[src/rtl/dvp_capture_if.sv]
// Pixel word stream between the DVP capture front end and the frame-buffer writer.
// Handshake: the producer raises out_valid with out_data/out_sof/out_eol stable and
// holds all of them unchanged until a clk edge where out_valid && out_ready; that
// edge transfers exactly one word. out_ready may change freely and never depends
// combinationally on out_valid. out_sof/out_eol only mean something while out_valid.
interface dvp_capture_if;
    logic [15:0] out_data;
    logic        out_valid;
    logic        out_ready;
    logic        out_sof;
    logic        out_eol;

    modport master (
        output out_data,
        output out_valid,
        output out_sof,
        output out_eol,
        input  out_ready
    );

    modport slave (
        input  out_data,
        input  out_valid,
        input  out_sof,
        input  out_eol,
        output out_ready
    );
endinterface

[src/rtl/dvp_capture.sv]
// DVP pixel capture front end. Oversamples the camera pclk/vsync/href/data with the
// system clock, locks to frame timing once sensor configuration is done, discards a
// number of settling frames, packs byte pairs into 16-bit words and presents them on
// a single-entry valid/ready output with frame/line markers, measured geometry and
// sticky error flags. state_dbg exposes the FSM state for observation.
module dvp_capture #(
    parameter int SKIP_FRAMES = 2,
    parameter int H_PIX       = 640,
    parameter int V_LINES     = 480,
    parameter int CNT_W       = 11
) (
    input  logic             clk,
    input  logic             rst_n,
    input  logic             cfg_done,
    input  logic             cam_pclk,
    input  logic             cam_vsync,
    input  logic             cam_href,
    input  logic [7:0]       cam_data,
    dvp_capture_if.master    out_if,
    output logic             frame_end,
    output logic [CNT_W-1:0] meas_width,
    output logic [CNT_W-1:0] meas_height,
    output logic [2:0]       err_flags,
    output logic [2:0]       state_dbg
);

    localparam int SKIP_W = (SKIP_FRAMES < 2) ? 1 : $clog2(SKIP_FRAMES + 1);
    localparam logic [SKIP_W-1:0] SKIP_INIT = SKIP_W'(SKIP_FRAMES);
    localparam logic [SKIP_W-1:0] SKIP_ONE  = SKIP_W'(1);
    localparam logic [CNT_W-1:0]  H_PIX_C   = CNT_W'(H_PIX);
    localparam logic [CNT_W-1:0]  V_LINES_C = CNT_W'(V_LINES);
    localparam logic [CNT_W-1:0]  CNT_ONE   = CNT_W'(1);

    typedef enum logic [2:0] {
        WAIT_CFG = 3'd0,
        WAIT_VS  = 3'd1,
        WAIT_SOF = 3'd2,
        SKIP     = 3'd3,
        CAPTURE  = 3'd4
    } state_t;

    // Counters stop at all-ones instead of wrapping so a runaway line or frame
    // still reports a large (and therefore wrong) measurement.
    function automatic logic [CNT_W-1:0] sat_inc(input logic [CNT_W-1:0] v);
        return (&v) ? v : v + CNT_ONE;
    endfunction

    // Synchronizer stages. pclk has a third stage so the rising edge can be seen
    // while data/href/vsync are at the same synchronizer depth as pclk.
    logic [2:0] pclk_s;
    logic [1:0] vsync_s;
    logic [1:0] href_s;
    logic [7:0] data_s1;
    logic [7:0] data_s2;

    logic pe;
    logic vsync_now;
    logic href_now;
    logic vs_rise;
    logic vs_fall;
    logic href_fall;

    // Last values of vsync/href taken on a pclk edge, for edge detection.
    logic vs_q;
    logic href_q;

    state_t            state;
    logic [SKIP_W-1:0] skip_cnt;
    logic              sof_pending;
    logic              phase;
    logic [7:0]        hi_byte;

    // One-word look-ahead so the last word of a line can be marked at href fall.
    logic              pend_valid;
    logic [15:0]       pend_data;
    logic              pend_sof;

    logic [CNT_W-1:0]  word_cnt;
    logic [CNT_W-1:0]  line_cnt;

    // A word released from the look-ahead stage toward the output register.
    logic              fire;
    logic [15:0]       fire_data;
    logic              fire_sof;
    logic              fire_eol;

    logic              err_ovf;
    logic              err_line;
    logic              err_frame;

    // Two-flop synchronizers for all camera inputs, plus the pclk edge history flop.
    always_ff @(posedge clk or negedge rst_n) begin
        if (!rst_n) begin
            pclk_s  <= 3'b000;
            vsync_s <= 2'b00;
            href_s  <= 2'b00;
            data_s1 <= 8'h00;
            data_s2 <= 8'h00;
        end else begin
            pclk_s  <= {pclk_s[1:0], cam_pclk};
            vsync_s <= {vsync_s[0], cam_vsync};
            href_s  <= {href_s[0], cam_href};
            data_s1 <= cam_data;
            data_s2 <= data_s1;
        end
    end

    assign pe        = pclk_s[1] & ~pclk_s[2];
    assign vsync_now = vsync_s[1];
    assign href_now  = href_s[1];
    assign vs_rise   = pe & vsync_now & ~vs_q;
    assign vs_fall   = pe & ~vsync_now & vs_q;
    assign href_fall = pe & ~href_now & href_q;

    // Frame/line sequencing, byte packing, look-ahead and geometry measurement.
    always_ff @(posedge clk or negedge rst_n) begin
        if (!rst_n) begin
            state       <= WAIT_CFG;
            skip_cnt    <= SKIP_INIT;
            sof_pending <= 1'b0;
            phase       <= 1'b0;
            hi_byte     <= 8'h00;
            pend_valid  <= 1'b0;
            pend_data   <= 16'h0000;
            pend_sof    <= 1'b0;
            word_cnt    <= '0;
            line_cnt    <= '0;
            fire        <= 1'b0;
            fire_data   <= 16'h0000;
            fire_sof    <= 1'b0;
            fire_eol    <= 1'b0;
            frame_end   <= 1'b0;
            meas_width  <= '0;
            meas_height <= '0;
            err_line    <= 1'b0;
            err_frame   <= 1'b0;
            vs_q        <= 1'b0;
            href_q      <= 1'b0;
        end else begin
            fire      <= 1'b0;
            frame_end <= 1'b0;
            if (pe) begin
                vs_q   <= vsync_now;
                href_q <= href_now;
            end
            if (!cfg_done) begin
                // Losing configuration abandons the frame; the sensor must settle again.
                state       <= WAIT_CFG;
                skip_cnt    <= SKIP_INIT;
                sof_pending <= 1'b0;
                phase       <= 1'b0;
                pend_valid  <= 1'b0;
                word_cnt    <= '0;
                line_cnt    <= '0;
            end else begin
                case (state)
                    WAIT_CFG: state <= WAIT_VS;
                    // Only start from blanking so a partial frame is never captured.
                    WAIT_VS: begin
                        if (pe && vsync_now) begin
                            state <= WAIT_SOF;
                        end
                    end
                    WAIT_SOF: begin
                        if (vs_fall) begin
                            if (skip_cnt != '0) begin
                                skip_cnt <= skip_cnt - SKIP_ONE;
                                state    <= SKIP;
                            end else begin
                                state       <= CAPTURE;
                                sof_pending <= 1'b1;
                                phase       <= 1'b0;
                                pend_valid  <= 1'b0;
                                word_cnt    <= '0;
                                line_cnt    <= '0;
                            end
                        end
                    end
                    SKIP: begin
                        if (vs_rise) begin
                            state <= WAIT_SOF;
                        end
                    end
                    CAPTURE: begin
                        if (pe && href_now) begin
                            phase <= ~phase;
                            if (!phase) begin
                                hi_byte <= data_s2;
                            end else begin
                                // A completed pair pushes the previous word out; the
                                // new word waits in case it is the last of the line.
                                if (pend_valid) begin
                                    fire      <= 1'b1;
                                    fire_data <= pend_data;
                                    fire_sof  <= pend_sof;
                                    fire_eol  <= 1'b0;
                                end
                                pend_valid  <= 1'b1;
                                pend_data   <= {hi_byte, data_s2};
                                pend_sof    <= sof_pending;
                                sof_pending <= 1'b0;
                                word_cnt    <= sat_inc(word_cnt);
                            end
                        end
                        if (href_fall) begin
                            // Line end: flush the held word as the last of the line;
                            // any unpaired byte is simply forgotten.
                            if (pend_valid) begin
                                fire      <= 1'b1;
                                fire_data <= pend_data;
                                fire_sof  <= pend_sof;
                                fire_eol  <= 1'b1;
                            end
                            pend_valid <= 1'b0;
                            phase      <= 1'b0;
                            meas_width <= word_cnt;
                            if (word_cnt != H_PIX_C || phase) begin
                                err_line <= 1'b1;
                            end
                            word_cnt <= '0;
                            line_cnt <= sat_inc(line_cnt);
                        end
                        if (vs_rise) begin
                            frame_end   <= 1'b1;
                            meas_height <= line_cnt;
                            if (line_cnt != V_LINES_C) begin
                                err_frame <= 1'b1;
                            end
                            line_cnt <= '0;
                            state    <= WAIT_SOF;
                        end
                    end
                    default: state <= WAIT_CFG;
                endcase
            end
        end
    end

    // Single-entry output holding register; a word arriving while full and stalled is lost.
    always_ff @(posedge clk or negedge rst_n) begin
        if (!rst_n) begin
            out_if.out_valid <= 1'b0;
            out_if.out_data  <= 16'h0000;
            out_if.out_sof   <= 1'b0;
            out_if.out_eol   <= 1'b0;
            err_ovf          <= 1'b0;
        end else if (!cfg_done) begin
            out_if.out_valid <= 1'b0;
        end else if (fire) begin
            if (out_if.out_valid && !out_if.out_ready) begin
                err_ovf <= 1'b1;
            end else begin
                out_if.out_valid <= 1'b1;
                out_if.out_data  <= fire_data;
                out_if.out_sof   <= fire_sof;
                out_if.out_eol   <= fire_eol;
            end
        end else if (out_if.out_valid && out_if.out_ready) begin
            out_if.out_valid <= 1'b0;
        end
    end

    assign err_flags = {err_frame, err_line, err_ovf};
    assign state_dbg = state;

endmodule

[src/flat_wrapper.sv]
// flat-port wrapper written by rule: the top's interface ports become plain ports
module dvp_capture_flat 
#(
    parameter int SKIP_FRAMES = 2,
    parameter int H_PIX       = 640,
    parameter int V_LINES     = 480,
    parameter int CNT_W       = 11
)
  (clk, rst_n, cfg_done, cam_pclk, cam_vsync, cam_href, cam_data, frame_end, meas_width, meas_height, err_flags, state_dbg, out_if_out_data, out_if_out_valid, out_if_out_sof, out_if_out_eol, out_if_out_ready);
  dvp_capture_if out_if_i ();
  input  logic clk;
  input  logic rst_n;
  input  logic cfg_done;
  input  logic cam_pclk;
  input  logic cam_vsync;
  input  logic cam_href;
  input  logic [7:0] cam_data;
  output logic frame_end;
  output logic [CNT_W-1:0] meas_width;
  output logic [CNT_W-1:0] meas_height;
  output logic [2:0] err_flags;
  output logic [2:0] state_dbg;
  output wire logic [$bits(out_if_i.out_data)-1:0] out_if_out_data;
  output wire logic [$bits(out_if_i.out_valid)-1:0] out_if_out_valid;
  output wire logic [$bits(out_if_i.out_sof)-1:0] out_if_out_sof;
  output wire logic [$bits(out_if_i.out_eol)-1:0] out_if_out_eol;
  input wire logic [$bits(out_if_i.out_ready)-1:0] out_if_out_ready;
  assign out_if_out_data = out_if_i.out_data;
  assign out_if_out_valid = out_if_i.out_valid;
  assign out_if_out_sof = out_if_i.out_sof;
  assign out_if_out_eol = out_if_i.out_eol;
  assign out_if_i.out_ready = out_if_out_ready;
  dvp_capture #(.SKIP_FRAMES(SKIP_FRAMES), .H_PIX(H_PIX), .V_LINES(V_LINES), .CNT_W(CNT_W)) u_core (.clk(clk), .rst_n(rst_n), .cfg_done(cfg_done), .cam_pclk(cam_pclk), .cam_vsync(cam_vsync), .cam_href(cam_href), .cam_data(cam_data), .out_if(out_if_i), .frame_end(frame_end), .meas_width(meas_width), .meas_height(meas_height), .err_flags(err_flags), .state_dbg(state_dbg));
endmodule
[config.mk]
export PLATFORM = sky130hd
export DESIGN_NAME = dvp_capture_flat
export DESIGN_NICKNAME = d
export VERILOG_FILES = /design/src/rtl/dvp_capture_if.sv /design/src/rtl/dvp_capture.sv /design/src/flat_wrapper.sv
export SDC_FILE = /design/constraint.sdc
export NUM_CORES = 1
export LEC_CHECK = 0
export BUFFER_PORTS_ARGS = -buffer_cell sky130_fd_sc_hd__buf_4
export CORE_ASPECT_RATIO = 1.75
export CORE_UTILIZATION = 30
export CTS_CLUSTER_SIZE = 16
export DETAILED_ROUTE_END_ITERATION = 16
export HOLD_SLACK_MARGIN = 0.03
export PLACE_DENSITY = 0.49
export REMOVE_ABC_BUFFERS = 1
export SLEW_MARGIN = 25
export SYNTH_ARGS = -nofsm -noshare
export SYNTH_HDL_FRONTEND = slang
export SYNTH_SLANG_ARGS = --single-unit
[constraint.sdc]
create_clock -name clk -period 4.8 [get_ports clk]
set_input_delay 0.96 -clock clk [delete_from_list [all_inputs] [get_ports clk]]
set_output_delay 0.96 -clock clk [all_outputs]
set_load 0.02 [all_outputs]
# --- Word level (Yosys, flattened, before mapping) ---
# Index checks and enable logic that the tools add are counted.
totals:
  reg_bits: 144
  in_bits: 15
  out_inout_bits: 48
  wordCells: 167
op_classes:
  n_addsub: 3
  n_eq_ne: 23
  mux: 69
  bitwise_logic: 13
  n_reduce_logical: 28
op_table:
  columns: ["op", "n"]
  rows:
  - ["11-bit 2-to-1 mux", 11]
  - ["16-bit 2-to-1 mux", 5]
  - ["11-bit case mux with 2 select lines", 2]
  - ["1-bit 2-to-1 mux", 38]
  - ["11-bit by 1-bit adder with 11-bit output, second input constant", 2]
  - ["11-bit AND reduction", 2]
  - ["4-bit AND reduction", 5]
  - ["3-bit AND reduction", 6]
  - ["3-bit 2-to-1 mux", 5]
  - ["3-bit by 2-bit inequality test with 1-bit output, second input constant", 5]
  - ["5-bit AND reduction", 3]
  - ["4-bit by 2-bit inequality test with 1-bit output, second input constant", 3]
  - ["3-bit case mux with 4 select lines", 1]
  - ["11-bit by 10-bit inequality test with 1-bit output, second input constant", 1]
  - ["11-bit by 9-bit inequality test with 1-bit output, second input constant", 1]
  - ["2-bit 2-to-1 mux", 4]
  - ["4-bit by 3-bit inequality test with 1-bit output, second input constant", 2]
  - ["1-bit bitwise AND", 7]
  - ["3-bit by 2-bit == test with 1-bit output, second input constant", 2]
  - ["2-bit by 1-bit inequality test with 1-bit output, second input constant", 3]
  - ["3-bit by 1-bit inequality test with 1-bit output, second input constant", 2]
  - ["3-bit inequality test, second input constant", 2]
  - ["1-bit NOT", 6]
  - ["1-bit case mux with 2 select lines", 3]
  - ["other kinds (11)", 15]

# --- Longest topological paths before layout ---
# Gate-level depths: netlist of the first run.
logic_depth:
  depth_word: 8
  mapped_depth: 7
  mapped_depth_nobuf: 6

# --- Least setup slack after synthesis of the first run ---
# Ideal clock, no wire load.
synth_path:
  kind: "input to register"
  start: "input port cfg_done"
  end: "register (tool-made name)"
  setup_time_ns: 0.125
  arrival_ns: 2.239
  required_time_ns: 4.675
  slack_ns: 2.436
  path_stages: 5
  n_path_buf: 2
  cell_sequence: "buf_6 nand4bb_4 nor4_4 buf_6 mux2_2"
synth_lines:
  columns: ["element", "line", "source"]
  rows:
  - ["from (decl)", "flat_wrapper.sv:13", "input logic cfg_done;"]

# --- Final worst setup path of the first run ---
layout_path:
  start: "register u_core.state[2] (netlist: u_core.state_dbg[2])"
  end: "output port state_dbg[2]"
layout_lines:
  columns: ["element", "line", "source"]
  rows:
  - ["from (decl)", "dvp_capture.sv:67", "state_t state;"]
  - ["from (signal assigned)", "dvp_capture.sv:118", "state <= WAIT_CFG;"]
  - ["from (signal assigned)", "dvp_capture.sv:148", "state <= WAIT_CFG;"]
  - ["from (signal assigned)", "dvp_capture.sv:157", "WAIT_CFG: state <= WAIT_VS;"]
  - ["to (decl)", "flat_wrapper.sv:22", "output logic [2:0] state_dbg;"]
# No word-level cell between the ends.

==> results of run 1 <==
[power groups by stage]
stage | Sequential (mW) | Combinational (mW) | Clock [mW]
after floorplan | 1.26 | 0.0235 | 0
final | 1.24 | 0.0685 | 1.25
after CTS | 1.24 | 0.0711 | 1.29
after global routing | 1.24 | 0.0787 | 1.35
after detailed placement | 1.26 | 0.0709 | 0
after global placement | 1.26 | 0.0700 | 0
[logic make-up after synthesis]
family / count (synthesis)
AOI/OAI and AO/OA: 77
xor gates and xnor gates: 2
adders and majority gates: 5
buffers and inverters: 34
DFF: 144
muxes: 81
and+or+nand+nor: 101
[cell type report]
type | count | share of cell area (%)
clock buffer | 18 | 6.03
inverter | 12 | 0.633
tap | 241 | 4.24
multi-input combinational | 266 | 29.7
clock inverter | 14 | 1.86
timing repair buffer | 65 | 6.91
sequential | 144 | 50.6
[worst max path at each step]
stage | endpoint | start | slack (ns)
after global routing | u_core.fire_eol | cfg_done | 2.46
after global placement | u_core.pend_data[8] | cfg_done | 2.19
after floorplan | flip-flop | cfg_done | 2.44
after CTS | state_dbg[2] | u_core.state_dbg[2] | 2.61
final | state_dbg[2] | u_core.state_dbg[2] | 2.64
after detailed placement | u_core.pend_data[6] | cfg_done | 2.19
[stage by stage]
stage                     std cells  area [µm²]  setup WS [ns]  power, mW  util (%)
final                           760        7120           2.64       2.56      37.1
after CTS                       760        7120           2.61       2.60      37.1
after global routing            760        7120           2.46       2.67      37.1
after detailed placement        728        6560           2.19       1.33      34.2
after global placement          728        6560           2.19       1.33      34.2
after floorplan                 422        5760           2.44       1.28         -
[cells in the mapped netlist (3+ instances only)]
library cell and n:
ha_1 5, and3_1 6, buf_6 5, o21ai_0 26, nand2_1 27, a31oi_1 7
a31o_2 3, nor2b_1 3, nand3_1 8, a21oi_1 15, inv_1 12, buf_4 5
buf_2 6, nor3_1 4, nor2_1 15, dfrtp_1 143, nand4_1 5, a41oi_1 3
or3_1 6, clkbuf_1 5, mux2_2 79, o31ai_1 3
[metal layers]
layer  up-vias  share of wire (%)  wire (µm)
met1      1905                 40       4840
met5         -                  0          0
met4         0                2.2        272
met2        88                 53       6520
li1       1727                  -          -
met3        19                4.6        555
==> flow_summary.toml, run 1 <==
[grt]
busiest_layer = "met2"
antenna_found_initial = 0
grt_pass1_vias = 3777
grt_util_met3_pct = 3.30
grt_overflow = 0
use_met1_pct = 15.1
grt_max_degree = 76
grtUsageMet2_pct = 22.1
grt_pass1_wl_um = 20000
grt_use_total_pct = 13.1

[power]
p_per_area_nw_per_um2 = 360
p_int_mw = 1.97
leakagePower_nw = 3.44
p_sw_mw = 0.592
seq_power_share_pct = 48.5
comb_power_share_pct = 2.7
pwr-share-clk_pct = 48.9
irDropWorstVdd_v = 0.000222
netSwitchingFraction_pct = 23.1

[synthesis]
synth_adder_area_share_pct = 1.06
yosys_warnings = 0
ys_seq_area_share_pct = 60.9
syn-cell-area_um2 = 5920
yosys_register_bits = 144
synth.avg_cell_area_um2 = 13.3
netlist.area_leader.share_pct = 60.5
synth_area_leaders = "dfrtp_1 60%, mux2_2 15%, o21ai_0 2.2%"
ys_async_sr_fraction_pct = 100
netlist_instances = 444
synth.largest_area_cell = "dfrtp_1"
synth_cell_type_count = 64
synth-xor-area-share_pct = 0.296
muxShareOfSynthArea_pct = 15.4
synth_edf_count = 0
synth_top_family_by_area = "multiplexers"
synthSimpleGateAreaFrac_pct = 10.3
synth-main-ff-cell = "dfrtp_1"
synth_compound_area_share_pct = 8.65

[timing]
setup_viol = 0
fmax_ghz = 0.462
drv_slew = 0
max_slew.worst_pin.slew_ns = 0.992
grt_setup_unrepaired = "no"
skew_ns = 0.0110
finalHoldViolCount = 0
tns_ns = 0
post-route-period-util_pct = 45.1
min_period_ns = 2.16
whs_ns = 0.347
relSlewSlack_pct = 33.8

[hold_path]
hold_path_class = "reg -> reg"
whs_path_depth = 0
min_from = "u_core.data_s1[4]"
min_to = "u_core.data_s2[4]"

[clock_tree]
htreeDepth = 4
clk_pin_slew_ns = 0.06
cts_root_buf = "clkbuf_16"
tritoncts = "yes"
cts_made_buffers = 17
cts.path.max_buffers = 2
insertion_delay_ns = 0.42
cts_sinks = 144
post-cts-setup-buffers = 0
cts_hold_buffers = 0
cts_resized = 0

[flow_run]
cap_violations = 0

[floorplan]
core_area_um2 = 19200
ioPinCount = 63
die_area_um2 = 20300
die_h_um = 188
rows = 67
dieWidth_um = 108
initial_utilization_pct = 30.8

[finish]
drive_gt1_share_pct = 38.3
syn_to_final_growth_pct = 20.3
regArea_um2 = 3600
mostFrequentLayoutCell = "dfrtp_1"
multi_input_area_um2 = 2110
fillers = 1884
antennaDiodeCount = 0
layout_common_cells = "143 x dfrtp_1, 79 x mux2_2, 64 x buf_4"
layout.nets = 526

[worst_setup_path]
crit_chain = "buf_4"
cp_num_buf_inv = 1
critPathArrivalTime_ns = 1.20
cpMaxStageDelayCell = "dfrtp_1"
timing.rr.start = "u_core.state_dbg[1]"
ff2ff_setup_slack_ns = 2.71
cp-start-kind = "flip-flop"
worst-path-stages = 1
critical_path.top_delay_family = "flip-flops"
crit_required_ns = 3.84
endpoint_kind = "primary output"
reg2reg_depth = 5
path_class = "reg -> out"
rr_endpoint = "u_core.line_cnt[9]"
critPathMaxFanout = 9
cpPeakStageDelay_ns = 0.56

[detailed_routing]
drt_iter0_markers = 186
drcViolationCount = 0
wl_per_cell_um = 16.0
vias_per_cell = 4.92
vias = 3739
drt-total-wl_um = 12200
first_pass_iters = 6
ant_nets = 0

[place]
dp_hpwl_um = 8220
port_buffers = 62
gp_congestion = 0.795

[outcome]
outcome = "completed"
No activity file was read; power rests on OpenSTA's default activity.
==> run 2, diff against run 1 <==
- clock period: 4.8 -> 2.1 ns (I/O delays scaled with it)
==> flow_summary.toml, run 2 (synthesized netlist as in run 1, its figures left out) <==
[outcome]
outcome = "completed"

[timing]
relSlewSlack_pct = 58.4
drv_slew = 0
skew_ns = 0.0123
min_period_ns = 2.00
finalHoldViolCount = 0
setup_viol = 0
fmax_ghz = 0.501
post-route-period-util_pct = 95.1
tns_ns = 0
grt_setup_unrepaired = "no"
max_slew.worst_pin.slew_ns = 0.624

[clock_tree]
cts_made_buffers = 17
cts_sinks = 144
clk_pin_slew_ns = 0.06
cts_root_buf = "clkbuf_16"
cts.path.max_buffers = 2
post-cts-setup-buffers = 0
insertion_delay_ns = 0.41
tritoncts = "yes"
htreeDepth = 4

[detailed_routing]
first_pass_iters = 4
vias_per_cell = 4.86
drcViolationCount = 0
drt-total-wl_um = 12300
wl_per_cell_um = 15.8
drt_iter0_markers = 200
vias = 3778
ant_nets = 0

[finish]
fillers = 1864
drive_gt1_share_pct = 40.1
multi_input_area_um2 = 2110
layout.nets = 543
mostFrequentLayoutCell = "dfrtp_1"
regArea_um2 = 3600
antennaDiodeCount = 0
syn_to_final_growth_pct = 25.0
layout_common_cells = "143 x dfrtp_1, 79 x mux2_2, 75 x buf_4"
fin_cells = 777

[power]
p_int_mw = 4.97
pwr-share-clk_pct = 52.0
leakagePower_nw = 3.60
seq_power_share_pct = 45.2
p_per_area_nw_per_um2 = 849
power.total_mw = 6.28
comb_power_share_pct = 2.8
p_sw_mw = 1.31
netSwitchingFraction_pct = 20.8
irDropWorstVdd_v = 0.000573

[flow_run]
cap_violations = 0

[floorplan]
die_area_um2 = 20300
ioPinCount = 63
initial_utilization_pct = 30.8
core_area_um2 = 19200
dieWidth_um = 108
die_h_um = 188
rows = 67

[grt]
antenna_found_initial = 0
grt_overflow = 0
grt_use_total_pct = 13.2
grt_pass1_vias = 3991
grt_max_degree = 39
grt_pass1_wl_um = 20600

[worst_setup_path]
path_class = "reg -> reg"
critPathMaxFanout = 15
cp-start-kind = "flip-flop"
critPathArrivalTime_ns = 2.29
crit_required_ns = 2.39
endpoint_kind = "flip-flop"

[place]
dp_hpwl_um = 8540
gp_congestion = 0.810
port_buffers = 62
placedCellCount = 744

[hold_path]
hold_path_class = "in -> reg"
==> run 2: cell count changes in the layout (fill, tap and decap cells not counted), sizes merged <==
cell,previous run,this run
buf,65,81
bufinv,1,4
clkbuf,18,21
clkinvlp,6,2
dlygate4sd3,0,1
inv,16,14
==> run 2: worst paths after layout <==
path                                startpoint                         end  slack [ns]  depth (start not counted)
min                                   cam_pclk            u_core.pclk_s[0]        0.12                          1
max reg2reg                u_core.state_dbg[0]       u_core.meas_height[5]        0.10                          3
max in group asynchronous                rst_n  asynchronous set/reset pin        1.04                          3
min reg2reg                  u_core.data_s1[4]           u_core.data_s2[4]        0.35                          0
min in group asynchronous                rst_n          u_core.line_cnt[6]        0.49                          2
max                        u_core.state_dbg[0]       u_core.meas_height[5]        0.10                          3
==> run 2: timing repair <==
action	CTS	global route
setup endpoints to repair	0	2
gates resized for setup	0	0
hold buffers	1	0
hold endpoints to repair	34	0
==> run 2: worst max-delay path: stages, from the launching register on <==
cell       delay [ns]
dfrtp_1          0.50
nand4bb_4        0.33
or3_1            0.66
mux2_2           0.38
==> run 2: power by group through the flow <==
stage | combinational, mW | clock [mW] | sequential (mW)
finish | 0.176 | 3.27 | 2.84
global route | 0.200 | 3.48 | 2.84
CTS | 0.184 | 3.36 | 2.84
detailed placement | 0.181 | 0 | 2.89
global placement | 0.178 | 0 | 2.88
floorplan | 0.0537 | 0 | 2.88
==> run 2: layout make-up <==
class                   instances  area share [%]
multi-input cells             266            28.6
well taps                     241            4.08
flip-flops and latches        144            48.7
repair buffers                 82            9.25
clock buffers                  21            6.36
clock inverters                11            2.40
inverters                      12           0.609
==> run 2: layer usage <==
metal / share of wire [%] / global-route usage [%]
met1: 40 / 14.8
met3: 3.3 / 2.75
met4: 2.1 / 6.95
met5: 0 / 0
met2: 55 / 23.1
==> run 2: metrics by stage <==
stage	hold WS (ns)	utilization [%]	worst slack (ns)	area (µm²)
after global routing	0.0984	38.5	0.00291	7400
final	0.116	38.5	0.103	7400
after global placement	0.334	35.1	0.154	6740
after detailed placement	0.335	35.1	0.107	6740
after floorplan	0.124	-	0.00342	5760
after CTS	0.0972	38.5	0.0970	7400
